### src/rtl/mcd_mul_arb_pkg.sv
// Shared constants, operation record and saturation helper for the MCD sound DSP
// multiply/scale engine.
package mcd_mul_arb_pkg;

  localparam int unsigned A_W   = 18;
  localparam int unsigned B_W   = 8;
  localparam int unsigned SH_W  = 4;
  localparam int unsigned RES_W = A_W + B_W + 1;
  localparam int unsigned ID_W  = 3;
  localparam int unsigned SAT_W = 16;

  localparam logic signed [RES_W-1:0] SAT_HI = RES_W'(32'sd32767);
  localparam logic signed [RES_W-1:0] SAT_LO = RES_W'(-32'sd32768);

  typedef struct packed {
    logic signed [A_W-1:0] a;
    logic [B_W-1:0]        b;
    logic [SH_W-1:0]       sh;
    logic [ID_W-1:0]       id;
  } op_t;

  function automatic logic signed [SAT_W-1:0] clamp16(input logic signed [RES_W-1:0] v);
    logic signed [SAT_W-1:0] r;
    if (v > SAT_HI) begin
      r = 16'sh7fff;
    end else if (v < SAT_LO) begin
      r = 16'sh8000;
    end else begin
      r = v[SAT_W-1:0];
    end
    return r;
  endfunction

endpackage

### src/rtl/mcd_mul_arb_if.sv
// Requester-side bus of the shared multiply/scale engine: flattened per-requester
// operands in, per-requester ack plus shared result out.
interface mcd_mul_arb_if #(
  parameter int unsigned N_REQ = 4
);
  import mcd_mul_arb_pkg::*;

  logic [N_REQ-1:0]        req;
  logic [N_REQ*A_W-1:0]    a_flat;
  logic [N_REQ*B_W-1:0]    b_flat;
  logic [N_REQ*SH_W-1:0]   sh_flat;
  logic [N_REQ-1:0]        ack;
  logic signed [RES_W-1:0] res;
  logic signed [SAT_W-1:0] res_sat;
  logic                    busy;

  modport master (
    output req, a_flat, b_flat, sh_flat,
    input  ack, res, res_sat, busy
  );

  modport slave (
    input  req, a_flat, b_flat, sh_flat,
    output ack, res, res_sat, busy
  );

endinterface

### src/rtl/mcd_mul_arb_rr_arb.sv
// Round-robin arbiter: picks the lowest eligible index at or above ptr, wrapping,
// and returns one-hot grant, its index and the pointer to use next.
module mcd_rr_arb
  import mcd_mul_arb_pkg::*;
#(
  parameter int unsigned N_REQ = 4
) (
  input  logic [N_REQ-1:0] eligible,
  input  logic [ID_W-1:0]  ptr,
  output logic [N_REQ-1:0] grant,
  output logic [ID_W-1:0]  gnt_id,
  output logic             gnt_vld,
  output logic [ID_W-1:0]  ptr_next
);

  // Pass 0 scans indices >= ptr, pass 1 the wrapped indices below ptr.
  always_comb begin
    grant    = '0;
    gnt_id   = '0;
    gnt_vld  = 1'b0;
    ptr_next = ptr;
    for (int unsigned pass = 0; pass < 2; pass++) begin
      for (int unsigned i = 0; i < N_REQ; i++) begin
        if (!gnt_vld && eligible[i] && ((pass == 0) == (ID_W'(i) >= ptr))) begin
          gnt_vld  = 1'b1;
          grant[i] = 1'b1;
          gnt_id   = ID_W'(i);
          ptr_next = (i + 1 == N_REQ) ? '0 : ID_W'(i + 1);
        end
      end
    end
  end

endmodule

### src/rtl/mcd_mul_arb.sv
// Shared signed 18x8 multiply / power-of-two scale engine, time-multiplexed among
// N_REQ filter requesters through a 3-stage pipeline clocked on the falling edge.
module mcd_mul_arb
  import mcd_mul_arb_pkg::*;
#(
  parameter int unsigned N_REQ = 4
) (
  input logic          clk,
  input logic          rst,
  mcd_mul_arb_if.slave bus
);

  logic [N_REQ-1:0] eligible, grant;
  logic [N_REQ-1:0] pending_q, pending_d;
  logic [N_REQ-1:0] ack_q, ack_d;
  logic [ID_W-1:0]  ptr_q, ptr_d, ptr_next, gnt_id;
  logic             gnt_vld;

  logic             s1_v_q, s1_v_d;
  op_t              s1_op_q, s1_op_d;

  logic                    s2_v_q, s2_v_d;
  logic signed [RES_W-1:0] s2_p_q, s2_p_d;
  logic [SH_W-1:0]         s2_sh_q, s2_sh_d;
  logic [ID_W-1:0]         s2_id_q, s2_id_d;

  logic                    s3_v_q, s3_v_d;
  logic signed [RES_W-1:0] s3_q_q, s3_q_d;
  logic [ID_W-1:0]         s3_id_q, s3_id_d;

  logic signed [RES_W-1:0] res_q, res_d;
  logic signed [SAT_W-1:0] sat_q, sat_d;

  logic signed [RES_W-1:0] mul_a, mul_b, bias, biased;

  assign eligible = bus.req & ~pending_q;

  mcd_rr_arb #(.N_REQ(N_REQ)) u_arb (
    .eligible (eligible),
    .ptr      (ptr_q),
    .grant    (grant),
    .gnt_id   (gnt_id),
    .gnt_vld  (gnt_vld),
    .ptr_next (ptr_next)
  );

  // Grant stage: capture the winner's operands.
  always_comb begin
    s1_v_d     = gnt_vld;
    s1_op_d    = s1_op_q;
    ptr_d      = gnt_vld ? ptr_next : ptr_q;
    if (gnt_vld) begin
      s1_op_d.id = gnt_id;
      for (int unsigned i = 0; i < N_REQ; i++) begin
        if (grant[i]) begin
          s1_op_d.a  = bus.a_flat[i*A_W +: A_W];
          s1_op_d.b  = bus.b_flat[i*B_W +: B_W];
          s1_op_d.sh = bus.sh_flat[i*SH_W +: SH_W];
        end
      end
    end
  end

  // Multiply: b is zero-extended so the product is a signed x non-negative value.
  always_comb begin
    mul_a   = {{(RES_W-A_W){s1_op_q.a[A_W-1]}}, s1_op_q.a};
    mul_b   = {{(RES_W-B_W){1'b0}}, s1_op_q.b};
    s2_v_d  = s1_v_q;
    s2_p_d  = mul_a * mul_b;
    s2_sh_d = s1_op_q.sh;
    s2_id_d = s1_op_q.id;
  end

  // Scale: biasing negatives by 2^sh-1 makes the arithmetic shift truncate toward zero.
  always_comb begin
    bias    = (RES_W'(1) << s2_sh_q) - RES_W'(1);
    biased  = s2_p_q + (s2_p_q[RES_W-1] ? bias : '0);
    s3_v_d  = s2_v_q;
    s3_q_d  = biased >>> s2_sh_q;
    s3_id_d = s2_id_q;
  end

  always_comb begin
    ack_d = '0;
    res_d = res_q;
    sat_d = sat_q;
    if (s3_v_q) begin
      res_d = s3_q_q;
      sat_d = clamp16(s3_q_q);
      for (int unsigned i = 0; i < N_REQ; i++) begin
        if (s3_id_q == ID_W'(i)) begin
          ack_d[i] = 1'b1;
        end
      end
    end
    pending_d = (pending_q & ~ack_d) | grant;
  end

  always_ff @(negedge clk or negedge rst) begin
    if (!rst) begin
      pending_q <= '0;
      ptr_q     <= '0;
      ack_q     <= '0;
      res_q     <= '0;
      sat_q     <= '0;
      s1_v_q    <= 1'b0;
      s1_op_q   <= '0;
      s2_v_q    <= 1'b0;
      s2_p_q    <= '0;
      s2_sh_q   <= '0;
      s2_id_q   <= '0;
      s3_v_q    <= 1'b0;
      s3_q_q    <= '0;
      s3_id_q   <= '0;
    end else begin
      pending_q <= pending_d;
      ptr_q     <= ptr_d;
      ack_q     <= ack_d;
      res_q     <= res_d;
      sat_q     <= sat_d;
      s1_v_q    <= s1_v_d;
      s1_op_q   <= s1_op_d;
      s2_v_q    <= s2_v_d;
      s2_p_q    <= s2_p_d;
      s2_sh_q   <= s2_sh_d;
      s2_id_q   <= s2_id_d;
      s3_v_q    <= s3_v_d;
      s3_q_q    <= s3_q_d;
      s3_id_q   <= s3_id_d;
    end
  end

  assign bus.ack     = ack_q;
  assign bus.res     = res_q;
  assign bus.res_sat = sat_q;
  assign bus.busy    = s1_v_q | s2_v_q | s3_v_q;

endmodule

### src/flat_wrapper.sv
// flat-port wrapper written by rule: the top's interface ports become plain ports
module mcd_mul_arb_flat import mcd_mul_arb_pkg::*;
#(
  parameter int unsigned N_REQ = 4
)
  (clk, rst, bus_req, bus_a_flat, bus_b_flat, bus_sh_flat, bus_ack, bus_res, bus_res_sat, bus_busy);
  mcd_mul_arb_if #(.N_REQ(N_REQ)) bus_i ();
  input logic clk;
  input logic rst;
  input wire logic [$bits(bus_i.req)-1:0] bus_req;
  input wire logic [$bits(bus_i.a_flat)-1:0] bus_a_flat;
  input wire logic [$bits(bus_i.b_flat)-1:0] bus_b_flat;
  input wire logic [$bits(bus_i.sh_flat)-1:0] bus_sh_flat;
  output wire logic [$bits(bus_i.ack)-1:0] bus_ack;
  output wire logic [$bits(bus_i.res)-1:0] bus_res;
  output wire logic [$bits(bus_i.res_sat)-1:0] bus_res_sat;
  output wire logic [$bits(bus_i.busy)-1:0] bus_busy;
  assign bus_i.req = bus_req;
  assign bus_i.a_flat = bus_a_flat;
  assign bus_i.b_flat = bus_b_flat;
  assign bus_i.sh_flat = bus_sh_flat;
  assign bus_ack = bus_i.ack;
  assign bus_res = bus_i.res;
  assign bus_res_sat = bus_i.res_sat;
  assign bus_busy = bus_i.busy;
  mcd_mul_arb #(.N_REQ(N_REQ)) u_core (.clk(clk), .rst(rst), .bus(bus_i));
endmodule
### config.mk
export PLATFORM = sky130hd
export DESIGN_NAME = mcd_mul_arb_flat
export DESIGN_NICKNAME = d
export VERILOG_FILES = /design/src/rtl/mcd_mul_arb_pkg.sv /design/src/rtl/mcd_mul_arb_if.sv /design/src/rtl/mcd_mul_arb_rr_arb.sv /design/src/rtl/mcd_mul_arb.sv /design/src/flat_wrapper.sv
export SDC_FILE = /design/constraint.sdc
export NUM_CORES = 1
export LEC_CHECK = 0
export ABC_AREA = 1
export ABC_CLOCK_PERIOD_IN_PS = 8119
export BUFFER_PORTS_ARGS = -buffer_cell sky130_fd_sc_hd__buf_2
export CELL_PAD_IN_SITES_DETAIL_PLACEMENT = 0
export CELL_PAD_IN_SITES_GLOBAL_PLACEMENT = 2
export CORE_MARGIN = 8
export CORE_UTILIZATION = 30
export CTS_CLUSTER_SIZE = 40
export DETAILED_ROUTE_END_ITERATION = 7
export PLACE_DENSITY_LB_ADDON = 0.1
export SYNTH_ARGS = -nofsm -noshare
export SYNTH_HDL_FRONTEND = slang
export SYNTH_SLANG_ARGS = --single-unit
### constraint.sdc
create_clock -name clk -period 8.12 [get_ports clk]
set_input_delay 0 -clock clk [delete_from_list [all_inputs] [get_ports clk]]
set_output_delay 0 -clock clk [all_outputs]
set_load 0.005 [all_outputs]
# ---- Word-level counts from Yosys, hierarchy flattened
# Cells that the tools add are included.
dict set report totals {
  regBits 154
  latchBits 0
  ram_bits 0
  mem_bits_ro 0
  in_bits 126
  out_inout_bits 48
  mem_count 0
}
dict set report classes {
  n_addsub 2
  mul 1
  div 0
  order_cmp 6
  eq_ne 3
  shift 2
  muxes 42
  bitwise_logic 11
  reduce_logical 27
}
# op n
set op_table {}
lappend op_table {{30-bit two-way mux} 4}
lappend op_table {{3-bit two-way mux} 13}
lappend op_table {{16-bit two-way mux} 2}
lappend op_table {{27-bit adder} 1}
lappend op_table {{27-bit by 16-bit greater-than comparator with 1-bit output (second input constant)} 1}
lappend op_table {{27-bit by 16-bit < comparator with 1-bit output (second input constant)} 1}
lappend op_table {{18-bit by 9-bit multiplier with 27-bit output} 1}
lappend op_table {{27-bit two-way mux} 1}
lappend op_table {{1-bit by 4-bit << shifter with 27-bit output (first input constant)} 1}
lappend op_table {{27-bit by 4-bit >>> shifter with 27-bit output} 1}
lappend op_table {{27-bit by 2-bit subtractor with 27-bit output (second input constant)} 1}
lappend op_table {{1-bit two-way mux} 20}
lappend op_table {{1-bit logical AND} 15}
lappend op_table {{4-bit bitwise AND} 2}
lappend op_table {{4-bit NOT} 2}
lappend op_table {{8-bit nonzero test} 1}
lappend op_table {{1-bit zero test} 7}
lappend op_table {{3-bit by 2-bit == test with 1-bit output (second input constant)} 2}
lappend op_table {{1-bit by 3-bit greater-or-equal comparator with 1-bit output (first input constant)} 2}
lappend op_table {{2-bit by 3-bit greater-or-equal comparator with 1-bit output (first input constant)} 2}
lappend op_table {{4-bit two-way mux} 1}
lappend op_table {{1-bit NOT} 4}
lappend op_table {{4-bit OR} 1}
lappend op_table {{2-bit AND reduction} 2}
lappend op_table {{5 further kinds} 6}

# ---- Longest topological paths before layout
# Gate-level depths: netlist (run 1).
dict set report logic_depth {
  word_depth 34
  mapped_depth 29
  mapped_depth_nobuf 28
}

# ---- Cells and area by module
# From an unflattened synthesis (run 1), not the netlist that was laid out.
dict set report hier_totals {
  hier_cells 2024
  hier_area_um2 14649.0
}
# mod n_inst cells_per_inst area_each_um2
set modules_own_cells {}
lappend modules_own_cells {mcd_mul_arb 1 1968 14363.8}
lappend modules_own_cells {mcd_rr_arb 1 56 285.3}

==> results of run 1 <==
==> critical path, delay by kind of cell <==
| family | cells | cell delay (ns) |
|---|---|---|
| and+or+nand+nor | 10 | 1.88 |
| buffers and inverters | 2 | 0.47 |
| AOI/OAI and AO/OA | 2 | 0.28 |
==> state kept, by name (all words and copies together), names as in the netlist, 4 cells and up <==
signal              flops
u_core.bus.res         27
u_core.s2_p_q          27
u_core.s3_q_q          27
u_core.mul_a           18
u_core.bus.res_sat     16
u_core.mul_b            8
u_core.bus.ack          4
u_core.pending_q        4
u_core.s2_sh_d          4
u_core.s2_sh_q          4
==> layout make-up <==
class / instances / area (sq um) / area share [%]
antenna: 2 / 5.00 / 0.0296
clock buffer: 17 / 425 / 2.51
clock inverter: 15 / 184 / 1.09
inverter: 446 / 1670 / 9.89
multi-input combinational: 1479 / 9050 / 53.4
sequential: 150 / 3750 / 22.2
tap: 664 / 831 / 4.91
timing repair buffer: 191 / 1010 / 5.95
==> through the flow <==
step	instances	hold WS (ns)	setup slack, ns	instance area [sq um]
after floorplan	2165	0.292	2.68	14900
final	2964	0.300	1.86	16900
after global routing	2963	0.310	1.56	16900
after global placement	2930	0.292	1.51	16300
after CTS	2962	0.301	1.85	16900
after detailed placement	2930	0.299	1.40	16300
==> Yosys cell counts (4+ instances only) <==
| library cell | number |
|---|---|
| buf_1 | 13 |
| nand4_1 | 17 |
| o21ai_0 | 45 |
| xor2_1 | 20 |
| inv_1 | 439 |
| clkinv_1 | 5 |
| nor4_1 | 4 |
| nor2_1 | 101 |
| xnor2_1 | 14 |
| nand3_1 | 222 |
| a21oi_1 | 111 |
| ha_1 | 81 |
| buf_2 | 13 |
| dfrtn_1 | 150 |
| nand3b_1 | 5 |
| fa_1 | 115 |
| nand2_1 | 680 |
| nor3_1 | 20 |
| clkbuf_1 | 58 |
==> cell families (layout without fill, tap and decap cells) <==
| family | Yosys count | count (layout) |
|---|---|---|
| xor+xnor | 34 | 34 |
| simple gates | 1063 | 1063 |
| other cells | 1 | 8 |
| fa+ha+maj | 196 | 196 |
| flops | 150 | 150 |
| compound gates | 180 | 180 |
| buf+inv | 536 | 669 |
==> routing by layer <==
metal,vias up,track usage [%]
met2,198,32.8
met5,-,0
met4,2,4.19
met1,6599,23.3
li1,6808,-
met3,35,2.77
==> path summary, 6_finish.rpt <==
kind | startpoint | to | slack [ns]
min in group asynchronous | rst | u_core.bus.res_sat[8] | 3.60
min | u_core.s2_id_q[1] | u_core.s3_id_q[1] | 0.30
max reg2reg | u_core.mul_b[1] | u_core.s2_p_q[26] | 2.79
max in group asynchronous | rst | u_core.s2_sh_d[0] | 3.40
max | bus_req[0] | u_core.mul_a[10] | 1.86
min reg2reg | u_core.s2_id_q[1] | u_core.s3_id_q[1] | 0.30
==> metrics.cfg, run 1 <==
[clock_network]
htree_levels=4
cts_hold_buf=0
cts_made_buffers=17
clk_latency_ns=0.42
cts_buffer_depth=2
clk_pin_slew_ns=0.05
cts.repair.resized=0
postCtsSetupBuffers=0
tritoncts=built
root_buffer=clkbuf_16
cts_sinks=150

[die]
ios=174
start_util_pct=30.4
dieWidth_um=238
die_h_um=238
fp.coreArea_sq_mm=0.0488
dieArea_sq_mm=0.0568
rows=81

[detailed_routing]
wl_met3_um=1340
wirelength_um=51400
drc_errors=0
met1Wirelength_um=23300
drt_iter0_markers=810
vias_per_cell=4.60
dr.max_layer_used=met5
vias=13600
drtAntennaViolNets=0
drtPass1Iterations=5
wire_per_inst_um=17.4
wl_met2_um=25900

[synth]
ys_top_cells_by_area=dfrtn_1 25%, nand2_1 17%, fa_1 16%
syn_inst=2160
async_reset_ff_share_pct=100
synthMuxAreaShare_pct=0
synth-simple-area-share_pct=30.0
synth_top_family_by_area=simple AND/OR/NAND/NOR gates
synth_edf_count=0
synth_xor_area_share_pct=2.01
ys.flop_type=dfrtn_1
ys_warn_count=0
avgSynthCellArea_sq_um=6.87
synth_top_area_cell=dfrtn_1
synth_top_area_share_pct=25.3
synth-compound-area-share_pct=6.45
syn_area_sq_mm=0.0148
synthAdderAreaFrac_pct=22.4
synth_cell_types=46
synth_seq_cells=150
synth.yosys.seq_area_share_pct=25.3

[place]
portBuffers=173
gp_congestion=0.863
dpl.hpwl_um=41300

[worst_setup_path]
end_kind=flop
startpoint_type=input port
reg2reg_depth=18
critPathMaxStageDelay_ns=0.60
cp.arrival_ns=2.64
crit_type=input port to flop
crit_path_frequent_cell=nand2_1
path_cells=buf_2, nand2_2, nor3_4, nor2_1, nor2_2, o21ai_2, nor2_4, nand3_2, nand2_1, buf_4, nand2_1, nand3_1, nand2_1, a21oi_1
crit_fanout=33
critPathSlowestCell=nand3_2
critPathRequiredTime_ns=4.50

[sta]
finalSetupViolCount=0
fin_setup_tns_ns=0
slew_headroom_pct=24.7
drv_slew=0
rsz0062_at_grt=false
worst_pin_slew_ns=1.13
hold_viol=0
skew_ns=0.0145

[hold_path]
holdPathStages=0
hold_class=flop to flop

[final_layout]
final_common_cell=nand2_1
final_cell_mix=680 x nand2_1, 439 x inv_1, 222 x nand3_1
drive_gt1_share_pct=10.5
final_util_pct=34.7
fill_cells=5502
fin_nets=2607
syn_to_final_growth_pct=14.1

[global_routing]
antenna_found_initial=3
grt_pass1_vias=14400
grt_usage_pct=18.4
overflow=0
grt_pass1_wl_um=82300
grt_start_max_net_pins=94

[run]
max-cap-violations=0

[outcome]
status=complete, no violations

Power of run 1 is not shown: default switching activity piles up to over one toggle a cycle in this logic, so the estimate is an artifact.
==> inputs of run 2 (changes only) <==
ABC_AREA = 0   (was 1)
ABC_CLOCK_PERIOD_IN_PS = 6000   (was 8119)
clock period = 6 ns   (was 8.12 ns; I/O delays follow)
==> run 2 against run 1 <==
Net effect: global-route usage down 3.8 points; utilization up 0.51 points; cell count down 25%; design area down 6.3%; critical endpoint is now u_core.s2_p_q[26].
==> metrics.cfg, run 2 <==
[outcome]
status=complete, no violations  ; unchanged

[detailed_routing]
vias_per_cell=4.69  ; was 4.60
drt_iter0_markers=457  ; was 810
wire_per_inst_um=16.9  ; was 17.4 um
vias=10400  ; was 13600
drtPass1Iterations=5  ; unchanged
drtAntennaViolNets=0  ; unchanged
wirelength_um=37700  ; was 51400 um
drc_errors=0  ; unchanged

[synth]
async_reset_ff_share_pct=100  ; unchanged
synth_top_area_cell=dfrtn_1  ; unchanged
synth_common_cells=187 x inv_1, 150 x dfrtn_1, 140 x nand2_1  ; was 680 x nand2_1, 439 x inv_1, 222 x nand3_1
synth_edf_count=0  ; unchanged
synth_cell_types=75  ; was 46
ys.flop_type=dfrtn_1  ; unchanged
ys_top_cells_by_area=dfrtn_1 28%, fa_1 17%, ha_1 7.5%  ; was dfrtn_1 25%, nand2_1 17%, fa_1 16%
ys_warn_count=0  ; unchanged
syn_inst=1458  ; was 2160
synthMostInstantiatedCell=inv_1  ; was nand2_1
syn_area_sq_mm=0.0136  ; was 0.0148 sq mm
synth_seq_cells=150  ; unchanged
avgSynthCellArea_sq_um=9.33  ; was 6.87 sq um
synth_top_area_share_pct=27.6  ; was 25.3%
synth.yosys.seq_area_share_pct=27.6  ; was 25.3%

[clock_network]
cts_buffer_depth=2  ; unchanged
tritoncts=built  ; unchanged
clk_latency_ns=0.42  ; about the same
clk_pin_slew_ns=0.05  ; about the same
cts_sinks=150  ; unchanged
htree_levels=4  ; unchanged
postCtsSetupBuffers=0  ; unchanged
cts.repair.resized=0  ; unchanged
cts_made_buffers=17  ; unchanged
cts_hold_buf=0  ; unchanged
root_buffer=clkbuf_16  ; unchanged

[sta]
rsz0062_at_grt=false  ; unchanged
fin_setup_tns_ns=0  ; unchanged
slew_headroom_pct=44.8  ; was 24.7%
period_minus_slack_ns=5.19
fin_crit_sh_pct=86.5
skew_ns=0.0143  ; was 0.0145 ns
drv_slew=0  ; unchanged
worst_pin_slew_ns=0.827  ; was 1.13 ns
finalSetupViolCount=0  ; unchanged
fmax_mhz=193
hold_viol=0  ; unchanged

[place]
portBuffers=173  ; unchanged
dpl.hpwl_um=30900  ; was 41300 um
gp_congestion=0.803  ; was 0.863

[global_routing]
top_usage_layer=met2  ; unchanged
grt_usage_pct=14.6  ; was 18.4%
grtUsageMet2_pct=25.3  ; was 32.8%
overflow=0  ; unchanged
grt_pass1_wl_um=62600  ; was 82300 um
grt_start_max_net_pins=78  ; was 94
grt_pass1_vias=11300  ; was 14400
globalRouteMet1Util_pct=18.9  ; was 23.3%
grt_use_met3_pct=2.69  ; was 2.77%
antenna_found_initial=0  ; was 3

[worst_setup_path]
critPathRequiredTime_ns=9.26  ; was 4.50 ns
end_kind=flop  ; unchanged
cp-startpoint=u_core.mul_b[1]  ; was bus_req[0]
cp.arrival_ns=8.45  ; was 2.64 ns
crit_type=flop to flop  ; was input port to flop
crit_fanout=11  ; was 33
r2r-start=u_core.mul_b[1]  ; unchanged
startpoint_type=flop  ; was input port

[hold_path]
min_from=u_core.s2_id_q[1]  ; unchanged
hold_class=flop to flop  ; unchanged

[die]
ios=174  ; unchanged
dieWidth_um=229  ; was 238 um
start_util_pct=30.2  ; was 30.4%
die_h_um=229  ; was 238 um
dieArea_sq_mm=0.0524  ; was 0.0568 sq mm
fp.coreArea_sq_mm=0.0451  ; was 0.0488 sq mm
rows=78  ; was 81

[final_layout]
fin_nets=1936  ; was 2607
final_common_cell=inv_1  ; was nand2_1
antenna_cells=0  ; was 2
final_cell_mix=187 x inv_1, 172 x buf_2, 150 x dfrtn_1  ; was 680 x nand2_1, 439 x inv_1, 222 x nand3_1
syn_to_final_growth_pct=16.6  ; was 14.1%
drive_gt1_share_pct=17.8  ; was 10.5%

[run]
max-cap-violations=0  ; unchanged

run 2: logic make-up (layout without fill, tap and decap cells):
logic type	Yosys count	count (layout)	synth area share, %
compound gates	296	296	14.3
xor+xnor	52	52	3.49
simple gates	404	404	14.5
mux	106	106	8.72
fa+ha+maj	196	196	24.4
flops	150	150	27.6
other cells	1	6	0.0276
buf+inv	253	417	7.04
run 2: layer usage:
| layer | share of wire (%) | wire length (um) | up-vias |
|---|---|---|---|
| li1 | - | - | 5192 |
| met1 | 47 | 17600 | 5060 |
| met2 | 49 | 18500 | 170 |
| met3 | 3.2 | 1210 | 23 |
| met4 | 0.98 | 369 | 0 |
| met5 | 0 | 0 | - |
run 2: path summary, 6_finish.rpt:
path	slack, ns	end	cells past startpoint
setup / recovery	0.81	u_core.s2_p_q[26]	18
max in group asynchronous	2.62	u_core.s2_p_q[17]	2
setup reg to reg	0.81	u_core.s2_p_q[26]	18
hold / removal	0.30	u_core.s3_id_q[1]	0
hold reg to reg	0.30	u_core.s3_id_q[1]	0
min in group asynchronous	2.47	u_core.bus.res_sat[4]	1
run 2: through the flow:
stage | instance area (sq um) | hold WS, ns | utilization (%) | setup slack, ns | std cells
final | 15900 | 0.305 | 35.2 | 0.808 | 2227
after global routing | 15900 | 0.315 | 35.2 | 0.440 | 2227
after CTS | 15900 | 0.306 | 35.2 | 0.756 | 2227
after detailed placement | 15200 | 0.307 | 33.8 | 0.565 | 2195
after global placement | 15200 | 0.293 | 33.8 | 0.572 | 2195
after floorplan | 13600 | 0.292 | - | 0.924 | 1463
run 2: critical path, stage by stage, from the launching register on:
cell	delay (ns)
dfrtn_1	0.57
buf_4	0.24
nand2_1	0.09
fa_1	0.51
inv_1	0.05
fa_1	0.49
inv_1	0.06
fa_1	0.52
inv_1	0.05
fa_1	0.43
ha_1	0.34
a21boi_0	0.26
o21ai_0	0.19
a211o_1	0.35
a21oi_1	0.18
nor4_1	0.08
o41ai_1	0.37
a21oi_1	0.13
xnor2_1	0.13
run 2: cell type report:
type	instances	area [sq um]
flip-flops and latches	150	3750
clock inverters	13	179
repair buffers	196	1090
fillers	4717	29200
clock buffers	19	443
well taps	600	751
inverters	189	709
multi-input cells	1060	8920
Power of run 2 is left out for the same reason.
==> inputs of run 3 (changes only) <==
CORE_UTILIZATION = 37   (was 30)
PLACE_DENSITY = 0.91   (was not set)
PLACE_DENSITY_LB_ADDON = not set   (was 0.1)
==> run 3 against run 2 <==
Net effect: non-clock buffer count grew 3; register-to-register slack lost 0.28 ns; routed wire length fell by 13%; hold slack worse by 0.0099 ns; global-route usage is 0.83 points higher; critical path depth stayed put; critical endpoint unchanged.
==> metrics.cfg, run 3 (synthesis results as in run 2) <==
[outcome]
status=complete, no violations  ; unchanged

[global_routing]
grt_use_met3_pct=3.29  ; was 2.69%
grt_start_max_net_pins=78  ; unchanged
grt_pass1_vias=11100  ; was 11300
globalRouteMet1Util_pct=19.6  ; was 18.9%
grtUsageMet2_pct=26.5  ; was 25.3%
top_usage_layer=met2  ; unchanged
grt_usage_pct=15.4  ; was 14.6%
antenna_found_initial=0  ; unchanged
overflow=0  ; unchanged
grt_pass1_wl_um=56200  ; was 62600 um

[clock_network]
cts_hold_buf=0  ; unchanged
clk_pin_slew_ns=0.05  ; about the same
cts_buffer_depth=2  ; unchanged
cts.repair.resized=0  ; unchanged
root_buffer=clkbuf_16  ; unchanged
cts_made_buffers=17  ; unchanged
tritoncts=built  ; unchanged
clk_latency_ns=0.42  ; about the same
cts_sinks=150  ; unchanged
postCtsSetupBuffers=0  ; unchanged
htree_levels=4  ; unchanged

[sta]
hold_viol=0  ; unchanged
finalSetupViolCount=0  ; unchanged
period_minus_slack_ns=5.47  ; was 5.19 ns
slew_headroom_pct=49.8  ; was 44.8%
fin_crit_sh_pct=91.2  ; was 86.5%
fmax_mhz=183  ; was 193 MHz
worst_pin_slew_ns=0.751  ; was 0.827 ns
timing.hold.ws_ns=0.295  ; was 0.305 ns
rsz0062_at_grt=false  ; unchanged
skew_ns=0.0136  ; was 0.0143 ns
fin_setup_tns_ns=0  ; unchanged
drv_slew=0  ; unchanged
timing.final.ws_setup_ns=0.528  ; was 0.808 ns

[final_layout]
drive_gt1_share_pct=18.0  ; was 17.8%
syn_to_final_growth_pct=15.5  ; was 16.6%
fin_nets=1939  ; was 1936
final_cell_mix=187 x inv_1, 172 x buf_2, 150 x dfrtn_1  ; unchanged
final_common_cell=inv_1  ; unchanged
antenna_cells=0  ; unchanged
design_area_sq_mm=0.0157  ; was 0.0159 sq mm

[worst_setup_path]
path_cells=nand2_1, fa_1, inv_1, fa_1, inv_1, fa_1, fa_1, inv_1, ha_1, o21ai_0, a21boi_0, o21ai_0, a211o_1, a21oi_1, nor4_1, o41ai_1, a21oi_1, xnor2_1  ; was buf_4, nand2_1, fa_1, inv_1, fa_1, inv_1, fa_1, inv_1, fa_1, ha_1, a21boi_0, o21ai_0, a211o_1, a21oi_1, nor4_1, o41ai_1, a21oi_1, xnor2_1
path_delay_family=adder cells  ; unchanged
crit_path_frequent_cell=fa_1  ; unchanged
crit_fanout=19  ; was 11
crit_type=flop to flop  ; unchanged
critPathSlowestCell=dfrtn_1  ; unchanged
critPathRequiredTime_ns=9.25  ; was 9.26 ns
critPathMaxStageDelay_ns=0.85  ; was 0.57 ns
startpoint_type=flop  ; unchanged
cp_num_buf_inv=3  ; was 4
end_kind=flop  ; unchanged
cp.arrival_ns=8.72  ; was 8.45 ns

[run]
max-cap-violations=0  ; unchanged

[die]
ios=174  ; unchanged
die_h_um=208  ; was 229 um
rows=70  ; was 78
fp.coreArea_sq_mm=0.0364  ; was 0.0451 sq mm
dieWidth_um=208  ; was 229 um
start_util_pct=37.3  ; was 30.2%
dieArea_sq_mm=0.0432  ; was 0.0524 sq mm

[place]
portBuffers=173  ; unchanged
placed_cell_area_sq_mm=0.0151  ; was 0.0152 sq mm
gp_congestion=0.846  ; was 0.803
dpl.hpwl_um=26600  ; was 30900 um
place_ws_ns=0.525  ; was 0.565 ns

[detailed_routing]
drtAntennaViolNets=0  ; unchanged
vias_per_cell=4.99  ; was 4.69
vias=10500  ; was 10400
wirelength_um=32700  ; was 37700 um
drt_iter0_markers=476  ; was 457
wire_per_inst_um=15.6  ; was 16.9 um
drtPass1Iterations=5  ; unchanged
drc_errors=0  ; unchanged

[hold_path]
hold_class=flop to flop  ; unchanged

run 3: cell count changes in the layout (fill, tap and decap cells not counted), moves of 2 or more:
cell	before	now
inv_6	6	2
bufinv_16	2	0
inv_12	0	3
buf_4	19	23
clkinv_4	0	2
clkinv_8	2	6
run 3: cell type report:
type                    count  area (sq um)
fillers                  3606         20700
multi-input cells        1060          8920
flip-flops and latches    150          3750
repair buffers            199          1100
inverters                 189           709
well taps                 468           586
clock buffers              17           425
clock inverters            15           204
run 3: path summary, 6_finish.rpt:
| kind | startpoint | to | slack [ns] | cells after the start |
|---|---|---|---|---|
| max in group asynchronous | rst | u_core.mul_a[15] | 2.66 | 2 |
| max | u_core.mul_b[0] | u_core.s2_p_q[26] | 0.53 | 18 |
| min in group asynchronous | rst | u_core.bus.res[2] | 2.47 | 1 |
| max reg2reg | u_core.mul_b[0] | u_core.s2_p_q[26] | 0.53 | 18 |
| min reg2reg | u_core.s2_id_q[1] | u_core.s3_id_q[1] | 0.29 | 0 |
| min | u_core.s2_id_q[1] | u_core.s3_id_q[1] | 0.29 | 0 |
run 3: through the flow:
stage	utilization [%]	cells
2_1_floorplan	-	1463
3_3_place_gp	41.4	2066
3_5_place_dp	41.4	2066
4_1_cts	43.1	2098
5_1_grt	43.1	2098
6_report	43.1	2098
run 3: routing by layer:
| layer | routed length, um | share of wire, % |
|---|---|---|
| met5 | 0 | 0 |
| met4 | 452 | 1.4 |
| met3 | 1480 | 4.5 |
| met2 | 15900 | 48 |
| met1 | 14900 | 46 |
Power of run 3 is left out for the same reason.
